## config.mk

```make
export PLATFORM = sky130hd
export DESIGN_NAME = asp_irq_ctrl_flat
export DESIGN_NICKNAME = d
export VERILOG_FILES = /design/src/rtl/asp_irq_ctrl_pkg.sv /design/src/rtl/asp_irq_ctrl_if.sv /design/src/rtl/asp_irq_rr_arb.sv /design/src/rtl/asp_irq_ctrl.sv /design/src/flat_wrapper.sv
export SDC_FILE = /design/constraint.sdc
export NUM_CORES = 1
export LEC_CHECK = 0
export ABC_AREA = 1
export ABC_CLOCK_PERIOD_IN_PS = 1900
export CORE_UTILIZATION = 41
export CTS_CLUSTER_SIZE = 28
export DETAILED_ROUTE_END_ITERATION = 6
export PLACE_DENSITY_LB_ADDON = 0.15
export SKIP_LAST_GASP = 1
export SLEW_MARGIN = 5
export SYNTH_ARGS = -nofsm -noshare
export SYNTH_HDL_FRONTEND = slang
export SYNTH_SLANG_ARGS = --single-unit
export TNS_END_PERCENT = 100
```

## constraint.sdc

```tcl
create_clock -name clk -period 1.9 [get_ports clk]
set_input_delay 0.285 -clock clk [delete_from_list [all_inputs] [get_ports clk]]
set_output_delay 0.285 -clock clk [all_outputs]
set_load 0.02 [all_outputs]
```

## src/rtl/asp_irq_ctrl_pkg.sv

```systemverilog
// Shared definitions for the ASP interrupt aggregator: BSP line map, CSR word
// offsets and the request FSM encoding.
package asp_irq_ctrl_pkg;

    localparam int BSP_NUM_INTERRUPT_LINES = 4;
    localparam int BSP_AVMM_NUM_IRQ_USED   = 3;
    localparam int BSP_DMA_0_IRQ_BIT       = 0;
    localparam int BSP_KERNEL_IRQ_BIT      = 1;
    localparam int BSP_DMA_1_IRQ_BIT       = 2;

    localparam int IRQ_CSR_STATUS  = 0;
    localparam int IRQ_CSR_MASK    = 1;
    localparam int IRQ_CSR_PENDING = 2;
    localparam int IRQ_CSR_FORCE   = 3;
    localparam int IRQ_CSR_COUNT   = 4;

    localparam int IRQ_STATUS_RAW_LSB   = 16;
    localparam int IRQ_STATUS_VALID_BIT = 32;

    typedef enum logic [1:0] {IRQ_IDLE, IRQ_REQ, IRQ_GAP} irq_fsm_t;

endpackage

```

## src/rtl/asp_irq_ctrl_if.sv

```systemverilog
// CSR slave bus and host interrupt-request handshake of the ASP interrupt
// aggregator; slave is the aggregator side, master the host side.
interface asp_irq_ctrl_if #(
    parameter int CSR_DATA_W = 64,
    parameter int CSR_ADDR_W = 3,
    parameter int VEC_W      = 2
);
    logic [CSR_ADDR_W-1:0] csr_address;
    logic                  csr_read;
    logic                  csr_write;
    logic [CSR_DATA_W-1:0] csr_writedata;
    logic [7:0]            csr_byteenable;
    logic [CSR_DATA_W-1:0] csr_readdata;
    logic                  csr_readdatavalid;
    logic                  csr_waitrequest;
    logic                  irq_req_valid;
    logic [VEC_W-1:0]      irq_req_vector;
    logic                  irq_req_ready;

    modport slave (
        input  csr_address, csr_read, csr_write, csr_writedata, csr_byteenable,
        input  irq_req_ready,
        output csr_readdata, csr_readdatavalid, csr_waitrequest,
        output irq_req_valid, irq_req_vector
    );

    modport master (
        output csr_address, csr_read, csr_write, csr_writedata, csr_byteenable,
        output irq_req_ready,
        input  csr_readdata, csr_readdatavalid, csr_waitrequest,
        input  irq_req_valid, irq_req_vector
    );
endinterface

```

## src/rtl/asp_irq_rr_arb.sv

```systemverilog
// Combinational round-robin pick: first set request bit searching upward from
// last_grant+1, wrapping, so the previous winner has the lowest priority.
module asp_irq_rr_arb #(
    parameter int NUM_LINES = 4,
    parameter int VEC_W     = $clog2(NUM_LINES)
) (
    input  logic [NUM_LINES-1:0] req,
    input  logic [VEC_W-1:0]     last_grant,
    output logic [NUM_LINES-1:0] grant_oh,
    output logic [VEC_W-1:0]     grant_idx,
    output logic                 grant_valid
);

    logic [VEC_W-1:0] cand;

    always_comb begin
        grant_oh    = '0;
        grant_idx   = '0;
        grant_valid = 1'b0;
        cand        = '0;
        for (int off = 1; off <= NUM_LINES; off++) begin
            cand = VEC_W'((int'(last_grant) + off) % NUM_LINES);
            if (!grant_valid && req[cand]) begin
                grant_valid    = 1'b1;
                grant_oh[cand] = 1'b1;
                grant_idx      = cand;
            end
        end
    end

endmodule

```

## src/rtl/asp_irq_ctrl.sv

```systemverilog
// ASP interrupt aggregator: edge-detects source lines into pending bits and
// issues unmasked ones round-robin, one at a time, on a valid/ready port.
module asp_irq_ctrl
    import asp_irq_ctrl_pkg::*;
#(
    parameter int NUM_LINES  = BSP_NUM_INTERRUPT_LINES,
    parameter int NUM_USED   = BSP_AVMM_NUM_IRQ_USED,
    parameter int CSR_DATA_W = 64,
    parameter int CSR_ADDR_W = 3,
    parameter int CNT_W      = 32
) (
    input  logic                 clk,
    input  logic                 reset_n,
    input  logic [NUM_LINES-1:0] irq_in,
    asp_irq_ctrl_if.slave        bus
);

    localparam int VEC_W = $clog2(NUM_LINES);
    localparam logic [NUM_LINES-1:0] USED_MASK = NUM_LINES'((64'd1 << NUM_USED) - 64'd1);

    irq_fsm_t              state, state_nxt;
    logic [NUM_LINES-1:0]  irq_d, pending, mask, rise, set_bits, clr_bits, eligible;
    logic [NUM_LINES-1:0]  grant_oh, req_oh, wr_bits;
    logic [VEC_W-1:0]      grant_idx, vector, last_grant;
    logic                  grant_valid, req_valid, accept, grant_load;
    logic                  wr_mask, wr_pend, wr_force;
    logic [CNT_W-1:0]      count;
    logic [CSR_DATA_W-1:0] byte_bits, rd_word, rdata;
    logic                  rdv;
    logic                  unused_ok;

    for (genvar b = 0; b < CSR_DATA_W / 8; b++) begin : g_be
        assign byte_bits[b*8 +: 8] = {8{bus.csr_byteenable[b]}};
    end

    assign wr_bits  = bus.csr_writedata[NUM_LINES-1:0] & byte_bits[NUM_LINES-1:0];
    assign wr_mask  = bus.csr_write && (bus.csr_address == CSR_ADDR_W'(IRQ_CSR_MASK));
    assign wr_pend  = bus.csr_write && (bus.csr_address == CSR_ADDR_W'(IRQ_CSR_PENDING));
    assign wr_force = bus.csr_write && (bus.csr_address == CSR_ADDR_W'(IRQ_CSR_FORCE));

    // A set in the same cycle as a clear of the same bit must win, so no edge is lost.
    assign rise     = irq_in & ~irq_d & USED_MASK;
    assign set_bits = rise | (wr_force ? wr_bits : '0);
    assign clr_bits = (wr_pend ? wr_bits : '0) | (accept ? req_oh : '0);
    assign eligible = pending & ~mask;

    asp_irq_rr_arb #(
        .NUM_LINES (NUM_LINES),
        .VEC_W     (VEC_W)
    ) u_arb (
        .req         (eligible),
        .last_grant  (last_grant),
        .grant_oh    (grant_oh),
        .grant_idx   (grant_idx),
        .grant_valid (grant_valid)
    );

    always_ff @(posedge clk or negedge reset_n) begin
        if (!reset_n) begin
            irq_d   <= '0;
            pending <= '0;
            mask    <= '0;
        end else begin
            irq_d   <= irq_in;
            pending <= ((pending & ~clr_bits) | set_bits) & USED_MASK;
            if (wr_mask) begin
                mask <= ((mask & ~byte_bits[NUM_LINES-1:0]) | wr_bits) & USED_MASK;
            end
        end
    end

    always_ff @(posedge clk or negedge reset_n) begin
        if (!reset_n) begin
            state <= IRQ_IDLE;
        end else begin
            state <= state_nxt;
        end
    end

    always_comb begin
        state_nxt = state;
        case (state)
            IRQ_IDLE: if (grant_valid) state_nxt = IRQ_REQ;
            IRQ_REQ:  if (bus.irq_req_ready) state_nxt = IRQ_GAP;
            IRQ_GAP:  state_nxt = IRQ_IDLE;
            default:  state_nxt = IRQ_IDLE;
        endcase
    end

    always_comb begin
        req_valid  = (state == IRQ_REQ);
        accept     = req_valid && bus.irq_req_ready;
        grant_load = (state == IRQ_IDLE) && grant_valid;
    end

    // Vector and its one-hot stay frozen for the whole REQ phase regardless of mask/pending.
    always_ff @(posedge clk or negedge reset_n) begin
        if (!reset_n) begin
            vector     <= '0;
            req_oh     <= '0;
            last_grant <= VEC_W'(NUM_LINES - 1);
            count      <= '0;
        end else begin
            if (grant_load) begin
                vector <= grant_idx;
                req_oh <= grant_oh;
            end
            if (accept) begin
                last_grant <= vector;
                count      <= count + 1'b1;
            end
        end
    end

    always_comb begin
        rd_word = '0;
        case (bus.csr_address)
            CSR_ADDR_W'(IRQ_CSR_STATUS): begin
                rd_word[NUM_LINES-1:0]                     = pending;
                rd_word[IRQ_STATUS_RAW_LSB +: NUM_LINES]   = irq_in;
                rd_word[IRQ_STATUS_VALID_BIT]              = req_valid;
            end
            CSR_ADDR_W'(IRQ_CSR_MASK):    rd_word[NUM_LINES-1:0] = mask;
            CSR_ADDR_W'(IRQ_CSR_PENDING): rd_word[NUM_LINES-1:0] = pending;
            CSR_ADDR_W'(IRQ_CSR_COUNT):   rd_word[CNT_W-1:0]     = count;
            default:                      rd_word = '0;
        endcase
    end

    always_ff @(posedge clk or negedge reset_n) begin
        if (!reset_n) begin
            rdv   <= 1'b0;
            rdata <= '0;
        end else begin
            rdv   <= bus.csr_read;
            rdata <= bus.csr_read ? rd_word : '0;
        end
    end

    assign bus.csr_readdata      = rdata;
    assign bus.csr_readdatavalid = rdv;
    assign bus.csr_waitrequest   = 1'b0;
    assign bus.irq_req_valid     = req_valid;
    assign bus.irq_req_vector    = vector;

    assign unused_ok = ^{bus.csr_writedata[CSR_DATA_W-1:NUM_LINES], byte_bits[CSR_DATA_W-1:NUM_LINES]};

endmodule

```

## src/flat_wrapper.sv

```systemverilog
// flat-port wrapper written by rule: the top's interface ports become plain ports
module asp_irq_ctrl_flat import asp_irq_ctrl_pkg::*;
#(
    parameter int NUM_LINES  = BSP_NUM_INTERRUPT_LINES,
    parameter int NUM_USED   = BSP_AVMM_NUM_IRQ_USED,
    parameter int CSR_DATA_W = 64,
    parameter int CSR_ADDR_W = 3,
    parameter int CNT_W      = 32
)
  (clk, reset_n, irq_in, bus_csr_address, bus_csr_read, bus_csr_write, bus_csr_writedata, bus_csr_byteenable, bus_irq_req_ready, bus_csr_readdata, bus_csr_readdatavalid, bus_csr_waitrequest, bus_irq_req_valid, bus_irq_req_vector);
  asp_irq_ctrl_if #(.CSR_DATA_W(CSR_DATA_W), .CSR_ADDR_W(CSR_ADDR_W), .VEC_W(2)) bus_i ();
  input  logic clk;
  input  logic reset_n;
  input  logic [NUM_LINES-1:0] irq_in;
  input wire logic [$bits(bus_i.csr_address)-1:0] bus_csr_address;
  input wire logic [$bits(bus_i.csr_read)-1:0] bus_csr_read;
  input wire logic [$bits(bus_i.csr_write)-1:0] bus_csr_write;
  input wire logic [$bits(bus_i.csr_writedata)-1:0] bus_csr_writedata;
  input wire logic [$bits(bus_i.csr_byteenable)-1:0] bus_csr_byteenable;
  input wire logic [$bits(bus_i.irq_req_ready)-1:0] bus_irq_req_ready;
  output wire logic [$bits(bus_i.csr_readdata)-1:0] bus_csr_readdata;
  output wire logic [$bits(bus_i.csr_readdatavalid)-1:0] bus_csr_readdatavalid;
  output wire logic [$bits(bus_i.csr_waitrequest)-1:0] bus_csr_waitrequest;
  output wire logic [$bits(bus_i.irq_req_valid)-1:0] bus_irq_req_valid;
  output wire logic [$bits(bus_i.irq_req_vector)-1:0] bus_irq_req_vector;
  assign bus_i.csr_address = bus_csr_address;
  assign bus_i.csr_read = bus_csr_read;
  assign bus_i.csr_write = bus_csr_write;
  assign bus_i.csr_writedata = bus_csr_writedata;
  assign bus_i.csr_byteenable = bus_csr_byteenable;
  assign bus_i.irq_req_ready = bus_irq_req_ready;
  assign bus_csr_readdata = bus_i.csr_readdata;
  assign bus_csr_readdatavalid = bus_i.csr_readdatavalid;
  assign bus_csr_waitrequest = bus_i.csr_waitrequest;
  assign bus_irq_req_valid = bus_i.irq_req_valid;
  assign bus_irq_req_vector = bus_i.irq_req_vector;
  asp_irq_ctrl #(.NUM_LINES(NUM_LINES), .NUM_USED(NUM_USED), .CSR_DATA_W(CSR_DATA_W), .CSR_ADDR_W(CSR_ADDR_W), .CNT_W(CNT_W)) u_core (.clk(clk), .reset_n(reset_n), .irq_in(irq_in), .bus(bus_i));
endmodule
```

# ---- Word-level counts from Yosys, hierarchy flattened
# Index checks and enable logic that the tools add are counted.
dict set report totals {
  input_bits 84
  n_memories 0
  reg_bits 115
  mem_bits_rw 0
  out_inout_bits 69
  romBits 0
  latchBits 0
  elab_cells 105
}
dict set report classes {
  reduce_logical 19
  mul 0
  eq_ne 7
  n_shift 0
  div_mod_pow 0
  n_addsub 5
  mux 40
  magnitude_cmp 8
  n_bitwise 16
}
# operator n
set ops {}
lappend ops {{$mux W33} 1}
lappend ops {{$add A32 B1 Y32 const B} 1}
lappend ops {{$mux W12} 2}
lappend ops {{$mux W3} 7}
lappend ops {{$or A3 B3 Y3} 7}
lappend ops {{$mux W1} 13}
lappend ops {{$and A3 B3 Y3} 4}
lappend ops {{$logic_and A1 B1 Y1} 12}
lappend ops {{$lt A2 B3 Y1 const B} 4}
lappend ops {{$mux W2} 6}
lappend ops {{$pmux W4 S3} 1}
lappend ops {{$not A3 Y3} 3}
lappend ops {{$bmux W1 S2} 4}
lappend ops {{$demux W1 S2} 4}
lappend ops {{$ge A2 B1 Y1 const B} 4}
lappend ops {{$pmux W4 S2} 1}
lappend ops {{$eq A3 B2 Y1 const B} 2}
lappend ops {{$add A2 B1 Y2 const B} 2}
lappend ops {{$add A2 B2 Y2 const B} 2}
lappend ops {{$and A3 B4 Y4} 1}
lappend ops {{$not A3 Y4} 1}
lappend ops {{$pmux W2 S2} 1}
lappend ops {{$eq A3 B1 Y1 const B} 1}
lappend ops {{$eq A3 B3 Y1 const B} 1}
lappend ops {{other kinds (8)} 10}

# ---- Logic depth before layout (Yosys ltp)
# Gate-level depths: netlist of run 1.
dict set report depth {
  ltp_word 16
  depth_mapped 12
  depth_no_buf 12
}

# ---- By module
# A second synthesis of run 1 with hierarchy kept.
dict set report hier_totals {
  cells_unflattened 539
  area_unflattened_um2 4508.1
}
# module seq_area_each_um2 cells_per_inst area_each_um2 instances
set modules_own_cells {}
lappend modules_own_cells {asp_irq_ctrl 2104.5 458 3972.6 1}
lappend modules_own_cells {asp_irq_rr_arb 0.0 81 535.5 1}

# ---- Least setup slack after synthesis of run 1
# Ideal clock, no wire load.
dict set report synth_timing {
  path_type {flip-flop to flip-flop}
  start {register u_core.last_grant[1]}
  end {register u_core.vector[0], in the netlist u_core.bus.irq_req_vector[0]}
  setup_ps 117
  path_buffers 0
  stages_incl_launch_ff 12
  arrival_ps 1795
  setup_slack_ps -13
  synth_period_minus_slack_ps 1913
  required_time_ps 1783
  path_cell_list {dfstp_2 > inv_1 > ha_1 > inv_1 > nand3_1 > nand2_2 > nand3_1 > nor2_1 > nor2_2 > inv_2 > nand2_1 > nand2_1}
}
dict set report synth_via {
  elab_chain_len 14
}
# item line_no
set synth_rtl {}
lappend synth_rtl {{from (decl)} asp_irq_ctrl.sv:24} ;# logic [VEC_W-1:0] grant_idx, vector, last_grant;
lappend synth_rtl {{from (signal assigned)} asp_irq_ctrl.sv:101} ;# last_grant <= VEC_W'(NUM_LINES - 1);
lappend synth_rtl {{from (signal assigned)} asp_irq_ctrl.sv:109} ;# last_grant <= vector;
lappend synth_rtl {{$add A2 B1 Y2} asp_irq_rr_arb.sv:22} ;# cand = VEC_W'((int'(last_grant) + off) % NUM_LINES);
lappend synth_rtl {{$bmux W1 S2} asp_irq_rr_arb.sv:23} ;# if (!grant_valid && req[cand]) begin
lappend synth_rtl {{$mux W1 (implied by the code)} asp_irq_rr_arb.sv:23}
lappend synth_rtl {{$mux W1} asp_irq_rr_arb.sv:23}
lappend synth_rtl {{$logic_not A1 Y1} asp_irq_rr_arb.sv:23}
lappend synth_rtl {{$logic_and A1 B1 Y1} asp_irq_rr_arb.sv:23}
lappend synth_rtl {{$mux W1} asp_irq_rr_arb.sv:23}
lappend synth_rtl {{$logic_not A1 Y1} asp_irq_rr_arb.sv:23}
lappend synth_rtl {{$logic_and A1 B1 Y1} asp_irq_rr_arb.sv:23}
lappend synth_rtl {{$mux W1} asp_irq_rr_arb.sv:23}
lappend synth_rtl {{$logic_not A1 Y1} asp_irq_rr_arb.sv:23}
lappend synth_rtl {{$logic_and A1 B1 Y1} asp_irq_rr_arb.sv:23}
lappend synth_rtl {{$mux W1} asp_irq_rr_arb.sv:23}
lappend synth_rtl {{$logic_and A1 B1 Y1} asp_irq_ctrl.sv:93} ;# grant_load = (state == IRQ_IDLE) && grant_valid;
lappend synth_rtl {{to (signal assigned)} asp_irq_ctrl.sv:105} ;# vector <= grant_idx;
lappend synth_rtl {{to (decl)} asp_irq_ctrl.sv:24}
# Several ways; a longest one is shown, not always the timed one. The select of a mux whose other input is x is not followed.
# A chain may end at the register's enable or synchronous reset.

# ---- Worst setup path after layout of run 1
dict set report layout_timing {
  start {register u_core.last_grant[1]}
  end {register u_core.req_oh[1]}
}
dict set report layout_via {
  elab_chain_len 14
}
# item line_no
set layout_rtl {}
lappend layout_rtl {{parallel branches: the longest is 14 deep, another holds $lt A2 B3 Y1} --}
lappend layout_rtl {{to (signal assigned)} asp_irq_ctrl.sv:106} ;# req_oh <= grant_oh;
lappend layout_rtl {{to (decl)} asp_irq_ctrl.sv:23} ;# logic [NUM_LINES-1:0] grant_oh, req_oh, wr_bits;
# Parallel ways; which one is timed is not known. The select of a mux whose other input is x is not followed.

==> impl_metrics.csv, run 1 <==
group,metric,value,unit
run_status,outcome,"finished, final reports clean",
grt,grt-ovfl-total,0,
floorplanning,ios,153,
cts,clock-sinks,84,
critical_path,cp_slowest_cell,"dfstp_2",
sta,final_max_slew_viol_count,0,
grt,antenna_found_initial,0,
yosys,syn_inst,525,
yosys,ys_seq_area_frac,0.484,
critical_path,worstSetupStartpointType,"flop",
floorplanning,start_util,0.421,
place,gp_congestion,0.855,
yosys,synth_edf_count,0,
floorplanning,fp.dieArea,11000,µm²
critical_path,crit_top_cell,"nand2_1",
routing,wl,9.51,mm
yosys,ys_types,34,
worst_hold_path,min_path_type,"in2async",
cts,cts_tree,"built",
power_and_ir_drop,p_leak,2.63,nW
final_layout,nets,698,
place,place_area,5080,µm²
critical_path,path_class,"reg2reg",
floorplanning,num_rows,37,
cts,cts_buffer_depth,2,
power_and_ir_drop,power.density,1020,nW/µm²
routing,final_antenna_net_count,0,
sta,finalClockSkew,0.00928,ns
grt,track_usage,0.182,
final_layout,drive_gt1_frac,0.126,
place,place_hpwl,7.14,mm
final_layout,antenna_cells,0,
cts,clk_root_buffer_cell,"clkbuf_8",
routing,vias_per_cell,4.64,
routing,wl_per_cell,12.7,µm
critical_path,cp_data_required_time,2.14,ns
critical_path,path_max_fanout,5,
cts,htreeDepth,3,
place,io_buffers,52,
grt,grt_max_degree,36,
critical_path,critPathCaptureType,"flop",
yosys,ys.flop_type,"dfrtp_1",
yosys,netlist_area,4350,µm²
final_layout,instances_no_fill,748,
yosys,ys_warn_count,0,
routing,routed-via-count,3471,
final_layout,syn2layout_area_growth,22.9,%
power_and_ir_drop,irDropWorstVdd,0.000446,V
sta,setup_tns,0,ns
sta,fin_ws,0.0868,ns
sta,hold_violations,0,
sta,period_share,0.954,
floorplanning,coreArea,10300,µm²
floorplanning,die_width,105,µm
yosys,syn_area_per_cell,8.29,µm²
yosys,synth_async_sr_flop_share,1.00,
critical_path,worst_ep_arrival_time,2.05,ns
critical_path,worstPathCellList,"inv_1 -> ha_4 -> inv_4 -> nand3_4 -> nand2_4 -> nand3_2 -> nor2_2 -> nor2_4 -> buf_4 -> nand2_1 -> nand2_1",
grt,grt_pass1_wl,15.7,mm
sta,tightest_slew,0.520,ns
sta,setup_viol,0,
sta,min_period,1.81,ns
place,dp_cells,729,
grt,grt_pass1_vias,3346,
sta,max_freq,552,MHz
floorplanning,die_y,105,µm
yosys,ys_ff_latch,84,
critical_path,max_stage_delay,0.54,ns
cts,path_clk_slew,0.09,ns
cts,cts-buffers-inserted,9,
cts,clk_latency,0.35,ns
sta,rsz0062_at_grt,"yes",
place,post-place-ws,0.00205,ns
routing,dr.pass1.iters,5,
routing,drt_iter0_markers,235,
routing,drc_errors,0,
run,cap_violations,0,
power_and_ir_drop,p_total,5.47,mW
sta,relSlewSlack,0.650,
final_layout,final_cell_area,5350,µm²
-- cells by family (layout without fill, tap and decap cells) --
kind of cell | after synthesis | in the layout | share of synthesized area
simple gates | 274 | 275 | 0.280
fa+ha+maj | 7 | 7 | 0.0201
compound gates | 25 | 25 | 0.0362
buf+inv | 105 | 160 | 0.121
xor+xnor | 29 | 29 | 0.0584
other cells | 1 | 32 | 0.000862
flops | 84 | 84 | 0.484
-- registers in the layout, summed over array words and instances (netlist names), named ones only --
signal / cells
u_core.bus.csr_readdatavalid: 1
u_core.state: 2
u_core.irq_d: 3
u_core.req_oh: 3
u_core.count: 32
u_core.pending: 3
u_core.bus.irq_req_vector: 2
u_core.last_grant: 2
u_core.bus.csr_readdata: 33
-- final timing paths --
check,startpoint,to,slack (ns),cells past startpoint
worst max-delay path,u_core.last_grant[1],u_core.req_oh[1],0.09,11
worst min-delay path,reset_n,u_core.count[16],0.39,2
worst min register to register,u_core.count[26],u_core.count[26],0.49,2
worst max register to register,u_core.last_grant[1],u_core.req_oh[1],0.09,11
min in group clk,irq_in[1],u_core.irq_d[1],0.41,1
max in group asynchronous,reset_n,u_core.bus.csr_readdata[23],0.87,3
-- cell usage after synthesis, types with 2 or more instances --
master      n  area [µm²]
o21ai_0     8        40.0
dfstp_2     2        52.6
nand3_2     3        30.0
nand2_2     6        37.5
nand4_1     7        43.8
inv_2       3        11.3
clkbuf_1    2        7.51
inv_1      65         244
nand3_1    33         165
dfrtp_1    82        2050
a21oi_1     4        20.0
nor2_4      4        45.0
a31oi_1     3        18.8
xnor2_1     2        17.5
ha_1        7        87.6
o311ai_0    3        26.3
nor3_1     12        60.1
xor2_1     27         236
o221ai_1    3        26.3
buf_2       2        10.0
nor2_2      6        37.5
o22ai_1     2        12.5
buf_4      32         240
nand2_1   134         503
nor2_1     64         240
-- critical path: cells and delay by family, from the launching register on --
kind / cells / cell delay, ns
fa+ha+maj: 1 / 0.25
simple gates: 7 / 0.65
flops: 1 / 0.54
buf+inv: 3 / 0.28
-- where the power goes --
group	switching [mW]	internal [mW]	total, mW
combinational	1.28	0.723	2.01
clock	0.655	0.646	1.30
sequential	0.168	2.00	2.16
-- cell type report --
| type | count | area [µm²] |
|---|---|---|
| clock buffer | 11 | 141 |
| clock inverter | 5 | 61.3 |
| fill | 974 | 4980 |
| inverter | 68 | 258 |
| multi-input combinational | 368 | 1900 |
| sequential | 84 | 2100 |
| tap | 136 | 170 |
| timing repair buffer | 76 | 713 |
-- layout by cell type, fill, tap and decap left out, types with 4 or more instances in the layout --
master           instances
nor2_1                  63
nor2_2                   6
clkdlybuf4s50_1         51
buf_4                   23
nand3_1                 30
inv_1                   64
nand2_2                  8
xor2_1                  27
clkbuf_8                10
nand3_2                  5
nand4_1                  7
nand2_1                132
o21ai_0                  8
nor2_4                   5
a21oi_1                  4
nor3_1                  12
conb_1                  32
dfrtp_1                 82
ha_1                     6
-- routing by layer --
layer | global-route usage | vias up | part of all wire | routed length [µm]
met4 | 0.0513 | 0 | 0.012 | 113
met2 | 0.297 | 90 | 0.48 | 4550
li1 | - | 1737 | - | -
met5 | 0 | - | 0 | 0
met1 | 0.241 | 1632 | 0.46 | 4390
met3 | 0.0418 | 12 | 0.048 | 457
-- per-stage QoR --
| step | utilization | hold WS, ns |
|---|---|---|
| final | 0.518 | 0.390 |
| after global routing | 0.518 | 0.404 |
| after CTS | 0.512 | 0.394 |
| after detailed placement | 0.492 | 0.230 |
| after global placement | 0.492 | 0.226 |
| after floorplan | - | -0.0106 |
-- timing repair --
| item | CTS | global route |
|---|---|---|
| hold buffers | 1 | 0 |
| hold endpoints to repair | 25 | 0 |
| resized for setup | 0 | 11 |
| setup buffers | 0 | 1 |
| endpoints found under the setup margin | 5 | 6 |
| gates cloned | 0 | 1 |
| pin swaps | 1 | 3 |
(Power assumes the default switching activity.)
==> inputs of run 2 (changes only) <==
--- a/config.mk
+++ b/config.mk
@@ -11,6 +11,7 @@
 export CTS_CLUSTER_SIZE = 28
 export DETAILED_ROUTE_END_ITERATION = 6
 export PLACE_DENSITY_LB_ADDON = 0.15
+export REMOVE_ABC_BUFFERS = 1
 export SKIP_LAST_GASP = 1
 export SLEW_MARGIN = 5
 export SYNTH_ARGS = -nofsm -noshare
==> run 2 against run 1 <==
- non-clock buffer count increased by 4
- sequential share of layout area decreased by 0.32 points
- final cell count increased by 0.40%
- utilization increased by 0.42 points
- clock power increased by 12%
- routed wire length increased by 3.6%
- worst hold slack got worse by 0.00076 ns
- flip-flop and latch count unchanged
- combinational power increased by 2%
- first-iteration DRC count decreased by 26%
- die area unchanged
- critical path type is now reg2out
- critical endpoint is now bus_irq_req_valid
- largest cell class unchanged
- largest power group unchanged
- highest routed layer unchanged
==> impl_metrics.csv, run 2 (synthesis gave the netlist of run 1 again) <==
group,metric,value,unit
critical_path,path_max_fanout,2,
sta,relSlewSlack,0.614,
critical_path,worstSetupStartpointType,"flop",
place,io_buffers,52,
cts,cts_tree,"built",
grt,grt_max_degree,42,
routing,drt_iter0_markers,175,
routing,drc_errors,0,
grt,track_usage,0.192,
cts,clk_latency,0.36,ns
place,place_area,5070,µm²
critical_path,max_stage_delay,0.62,ns
grt,grt_pass1_vias,3424,
final_layout,largest_reg_flops,33,
critical_path,cp_slowest_cell,"clkdlybuf4s50_1",
run_status,outcome,"finished, final reports clean",
floorplanning,die_width,105,µm
floorplanning,num_rows,37,
critical_path,critPathCaptureType,"output pin",
run,cap_violations,0,
sta,final_max_slew_viol_count,0,
sta,tightest_slew,0.579,ns
sta,min_period,1.82,ns
cts,cts-buffers-inserted,9,
routing,final_antenna_net_count,0,
sta,finalClockSkew,0.0103,ns
floorplanning,fp.dieArea,11000,µm²
place,place_hpwl,7.22,mm
final_layout,n_fill_cell,981,
routing,dr.pass1.iters,4,
final_layout,final_cell_area,5390,µm²
sta,rsz0062_at_grt,"no",
floorplanning,start_util,0.421,
floorplanning,ios,153,
critical_path,worst_ep_arrival_time,1.53,ns
floorplanning,coreArea,10300,µm²
worst_hold_path,min_path_type,"in2reg",
critical_path,cp_num_buf_inv,1,
grt,antenna_found_initial,0,
cts,path_clk_slew,0.09,ns
sta,hold_ws,0.389,ns
final_layout,final_cell_mix,"131 x nand2_1, 82 x dfrtp_1, 63 x inv_1, 63 x nor2_1, 51 x clkdlybuf4s50_1",
routing,routed-via-count,3500,
sta,hold_violations,0,
power_and_ir_drop,irDropWorstVdd,0.000700,V
critical_path,cp_data_required_time,1.62,ns
cts,cts_buffer_depth,2,
routing,wl_per_cell,13.1,µm
critical_path,critPathTopFamily,"buffers and inverters",
critical_path,path_class,"reg2out",
routing,vias_per_cell,4.66,
critical_path,worstPathCellList,"nor2_4 -> clkdlybuf4s50_1",
final_layout,drive_gt1_frac,0.132,
power_and_ir_drop,power.density,1050,nW/µm²
final_layout,final_common_cell,"nand2_1",
sta,max_freq,550,MHz
cts,clk_root_buffer_cell,"clkbuf_8",
floorplanning,die_y,105,µm
final_layout,final_util,0.522,
place,gp_congestion,0.860,
final_layout,syn2layout_area_growth,23.9,%
cts,htreeDepth,3,
final_layout,antenna_cells,0,
grt,grt-ovfl-total,0,
routing,wl,9.86,mm
cts,clock-sinks,84,
sta,setup_viol,0,
final_layout,nets,701,
sta,period_share,0.957,
grt,grt_pass1_wl,16.3,mm
power_and_ir_drop,p_leak,2.66,nW
## run 2: worst paths after layout
check | start | end | depth (start not counted) | slack [ns]
worst max-delay path | u_core.state[1] | bus_irq_req_valid | 2 | 0.08
worst min-delay path | irq_in[1] | u_core.irq_d[1] | 1 | 0.39
worst max register to register | u_core.last_grant[0] | u_core.req_oh[2] | 12 | 0.12
worst min register to register | u_core.count[26] | u_core.count[26] | 2 | 0.49
max in group asynchronous | reset_n | u_core.bus.csr_readdata[23] | 3 | 0.81
min in group asynchronous | reset_n | async pin | 2 | 0.46
## run 2: per-layer routing
layer	routed length, µm	vias to the layer above	part of all wire	GRT usage
met5	0	-	0	0
met4	175	0	0.018	0.0765
met3	521	15	0.053	0.0455
met2	4700	106	0.48	0.311
met1	4460	1645	0.45	0.247
li1	-	1734	-	-
## run 2: cell type report
| type | count | area [µm²] | area share |
|---|---|---|---|
| clock buffers | 11 | 141 | 0.0262 |
| clock inverters | 5 | 83.8 | 0.0156 |
| inverters | 68 | 258 | 0.0478 |
| multi-input cells | 367 | 1890 | 0.350 |
| flip-flops and latches | 84 | 2100 | 0.391 |
| well taps | 136 | 170 | 0.0316 |
| repair buffers | 80 | 743 | 0.138 |
## run 2: stage by stage
step / cells / worst slack (ns) / power (mW) / setup TNS, ns
3_3_place_gp: 730 / -0.0244 / 3.93 / -0.0696
4_1_cts: 751 / 0.0449 / 5.66 / 0
5_1_grt: 751 / 0.00713 / 6.09 / 0
3_5_place_dp: 730 / -0.0929 / 3.98 / -0.320
2_1_floorplan: 519 / -0.0126 / 3.35 / -0.0445
6_report: 751 / 0.0814 / 5.68 / 0
## run 2: timing repair
item                                   in CTS  in global routing
gates resized for setup                     5                  8
setup buffers                               4                  0
hold buffers                                1                  0
pin swaps                                   2                  5
endpoints found under the hold margin      36                  0
setup endpoints to repair                   6                  6
## run 2: power by group
group	switching (mW)	total, mW	internal [mW]	leakage [nW]
clock network	0.674	1.46	0.781	0.106
registers	0.169	2.17	2.00	1.05
logic	1.28	2.06	0.781	1.50
total	2.13	5.68	3.56	2.66
==> inputs of run 3 (changes only) <==
--- a/config.mk
+++ b/config.mk
@@ -12,6 +12,7 @@
 export DETAILED_ROUTE_END_ITERATION = 6
 export PLACE_DENSITY_LB_ADDON = 0.15
 export REMOVE_ABC_BUFFERS = 1
+export SETUP_SLACK_MARGIN = 0.15
 export SKIP_LAST_GASP = 1
 export SLEW_MARGIN = 5
 export SYNTH_ARGS = -nofsm -noshare
==> run 3 against run 2 <==
- global-route usage increased by 0.32 points
- first-iteration DRC count decreased by 18%
- maximum frequency increased by 1.0%
- total power increased by 5.6%
- register-to-register slack got worse by 0.02 ns
- non-clock buffer count increased by 3
- clock skew about the same
- flip-flop and latch count unchanged
==> impl_metrics.csv, run 3 (synthesis gave the netlist of run 1 again) <==
group,metric,value,unit
run_status,outcome,"finished, final reports clean",
sta,fin_ws,0.100,ns
critical_path,rr_endpoint,"u_core.req_oh[1]",
power_and_ir_drop,p_leak,2.69,nW
final_layout,final_util,0.533,
floorplanning,fp.dieArea,11000,µm²
cts,cts-buffers-inserted,9,
sta,period_share,0.947,
place,post-place-ws,-0.0929,ns
critical_path,r2r_start,"u_core.last_grant[0]",
power_and_ir_drop,power.density,1090,nW/µm²
critical_path,path_class,"reg2reg",
sta,rsz0062_at_grt,"yes",
floorplanning,start_util,0.421,
routing,wl_per_cell,13.5,µm
grt,antenna_found_initial,0,
floorplanning,die_width,105,µm
final_layout,multi_input_area,1970,µm²
sta,setup_viol,0,
cts,cts_tree,"built",
run,cap_violations,0,
power_and_ir_drop,p_total,6.00,mW
routing,routed-via-count,3521,
grt,grt_pass1_wl,16.6,mm
final_layout,nets,704,
sta,tightest_slew,0.583,ns
critical_path,path_max_fanout,4,
sta,min_period,1.80,ns
worst_hold_path,min_path_type,"in2reg",
sta,finalClockSkew,0.0105,ns
final_layout,final_common_cell,"nand2_1",
worst_hold_path,holdPathStages,1,
grt,grt-ovfl-total,0,
cts,clock-sinks,84,
grt,track_usage,0.195,
routing,drc_errors,0,
critical_path,worst_ep_arrival_time,2.06,ns
critical_path,reg2regPathDepth,11,
floorplanning,num_rows,37,
sta,final_max_slew_viol_count,0,
place,io_buffers,52,
worst_hold_path,min_from,"irq_in[1]",
sta,setup_tns,0,ns
critical_path,worstSetupStartpointType,"flop",
cts,clk_latency,0.36,ns
cts,clk_root_buffer_cell,"clkbuf_8",
critical_path,cp_data_required_time,2.16,ns
routing,wl,10.2,mm
routing,vias_per_cell,4.67,
sta,max_freq,556,MHz
grt,grt_pass1_vias,3489,
critical_path,regToRegSetupSlack,0.10,ns
final_layout,largest_reg_flops,33,
place,gp_congestion,0.860,
grt,grt_max_degree,42,
worst_hold_path,holdPathEnd,"u_core.irq_d[1]",
sta,hold_violations,0,
final_layout,final_cell_mix,"128 x nand2_1, 82 x dfrtp_1, 63 x inv_1",
final_layout,antenna_cells,0,
routing,dr.pass1.iters,4,
final_layout,drive_gt1_frac,0.155,
cts,cts_buffer_depth,2,
cts,htreeDepth,3,
floorplanning,coreArea,10300,µm²
final_layout,syn2layout_area_growth,26.5,%
final_layout,regArea,2100,µm²
place,place_hpwl,7.22,mm
routing,final_antenna_net_count,0,
floorplanning,ios,153,
power_and_ir_drop,irDropWorstVdd,0.000703,V
floorplanning,die_y,105,µm
sta,relSlewSlack,0.611,
cts,path_clk_slew,0.09,ns
routing,drt_iter0_markers,143,
critical_path,critPathCaptureType,"flop",
final_layout,n_fill_cell,958,
run 3: cell count changes in the layout (fill, tap and decap cells not counted), sizes merged:
cell,delta
dlygate4sd2,+1
buf,+3
clkdlybuf4s50,-1
run 3: layout make-up:
class | count | share of cell area
clock buffer | 11 | 0.0257
inverter | 68 | 0.0473
tap | 136 | 0.0309
sequential | 84 | 0.383
clock inverter | 5 | 0.0152
timing repair buffer | 83 | 0.140
multi-input combinational | 367 | 0.358
run 3: worst max-delay path, stage by stage (launching register included):
cell	delay, ns
dfstp_2	0.55
inv_2	0.05
ha_4	0.29
buf_6	0.11
nand3_2	0.05
nand2_1	0.09
nand3_2	0.10
nor2_4	0.12
nor2_4	0.06
buf_4	0.14
nand2_1	0.07
nand2_1	0.05
run 3: power by group:
part / internal (mW) / switching, mW / total, mW
Sequential: 2.00 / 0.172 / 2.17
Combinational: 0.919 / 1.47 / 2.39
Clock: 0.781 / 0.668 / 1.45
Total: 3.70 / 2.31 / 6.00
run 3: metrics by stage:
step | std cells | hold slack (ns) | instance area (µm²)
final | 754 | 0.389 | 5500
after global routing | 754 | 0.384 | 5500
after CTS | 752 | 0.377 | 5410
after detailed placement | 730 | 0.325 | 5070
after global placement | 730 | 0.313 | 5070
after floorplan | 519 | -0.0106 | 4200
run 3: worst max path at each step:
| stage | start | endpoint | slack, ns | cells past startpoint |
|---|---|---|---|---|
| floorplan | u_core.last_grant[1] | u_core.bus.irq_req_vector[0] | -0.01 | 11 |
| global placement | u_core.last_grant[0] | u_core.req_oh[0] | -0.02 | 11 |
| finish | u_core.last_grant[0] | u_core.req_oh[1] | 0.10 | 11 |
| global route | u_core.last_grant[0] | u_core.req_oh[2] | 0.02 | 12 |
| detailed placement | u_core.last_grant[0] | u_core.req_oh[1] | -0.09 | 11 |
| CTS | u_core.last_grant[0] | u_core.req_oh[1] | 0.15 | 11 |
run 3: repair_timing:
action,in CTS,in global routing
setup buffers,5,2
gates cloned,0,0
pin swaps,12,9
resized for setup,16,19
endpoints found under the hold margin,36,0
setup endpoints to repair,7,10
hold buffers,1,0
run 3: per-layer routing:
metal | vias up | part of all wire | track usage
met3 | 17 | 0.048 | 0.0424
met2 | 111 | 0.49 | 0.317
li1 | 1745 | - | -
met1 | 1648 | 0.45 | 0.249
met5 | - | 0 | 0
met4 | 0 | 0.021 | 0.0875
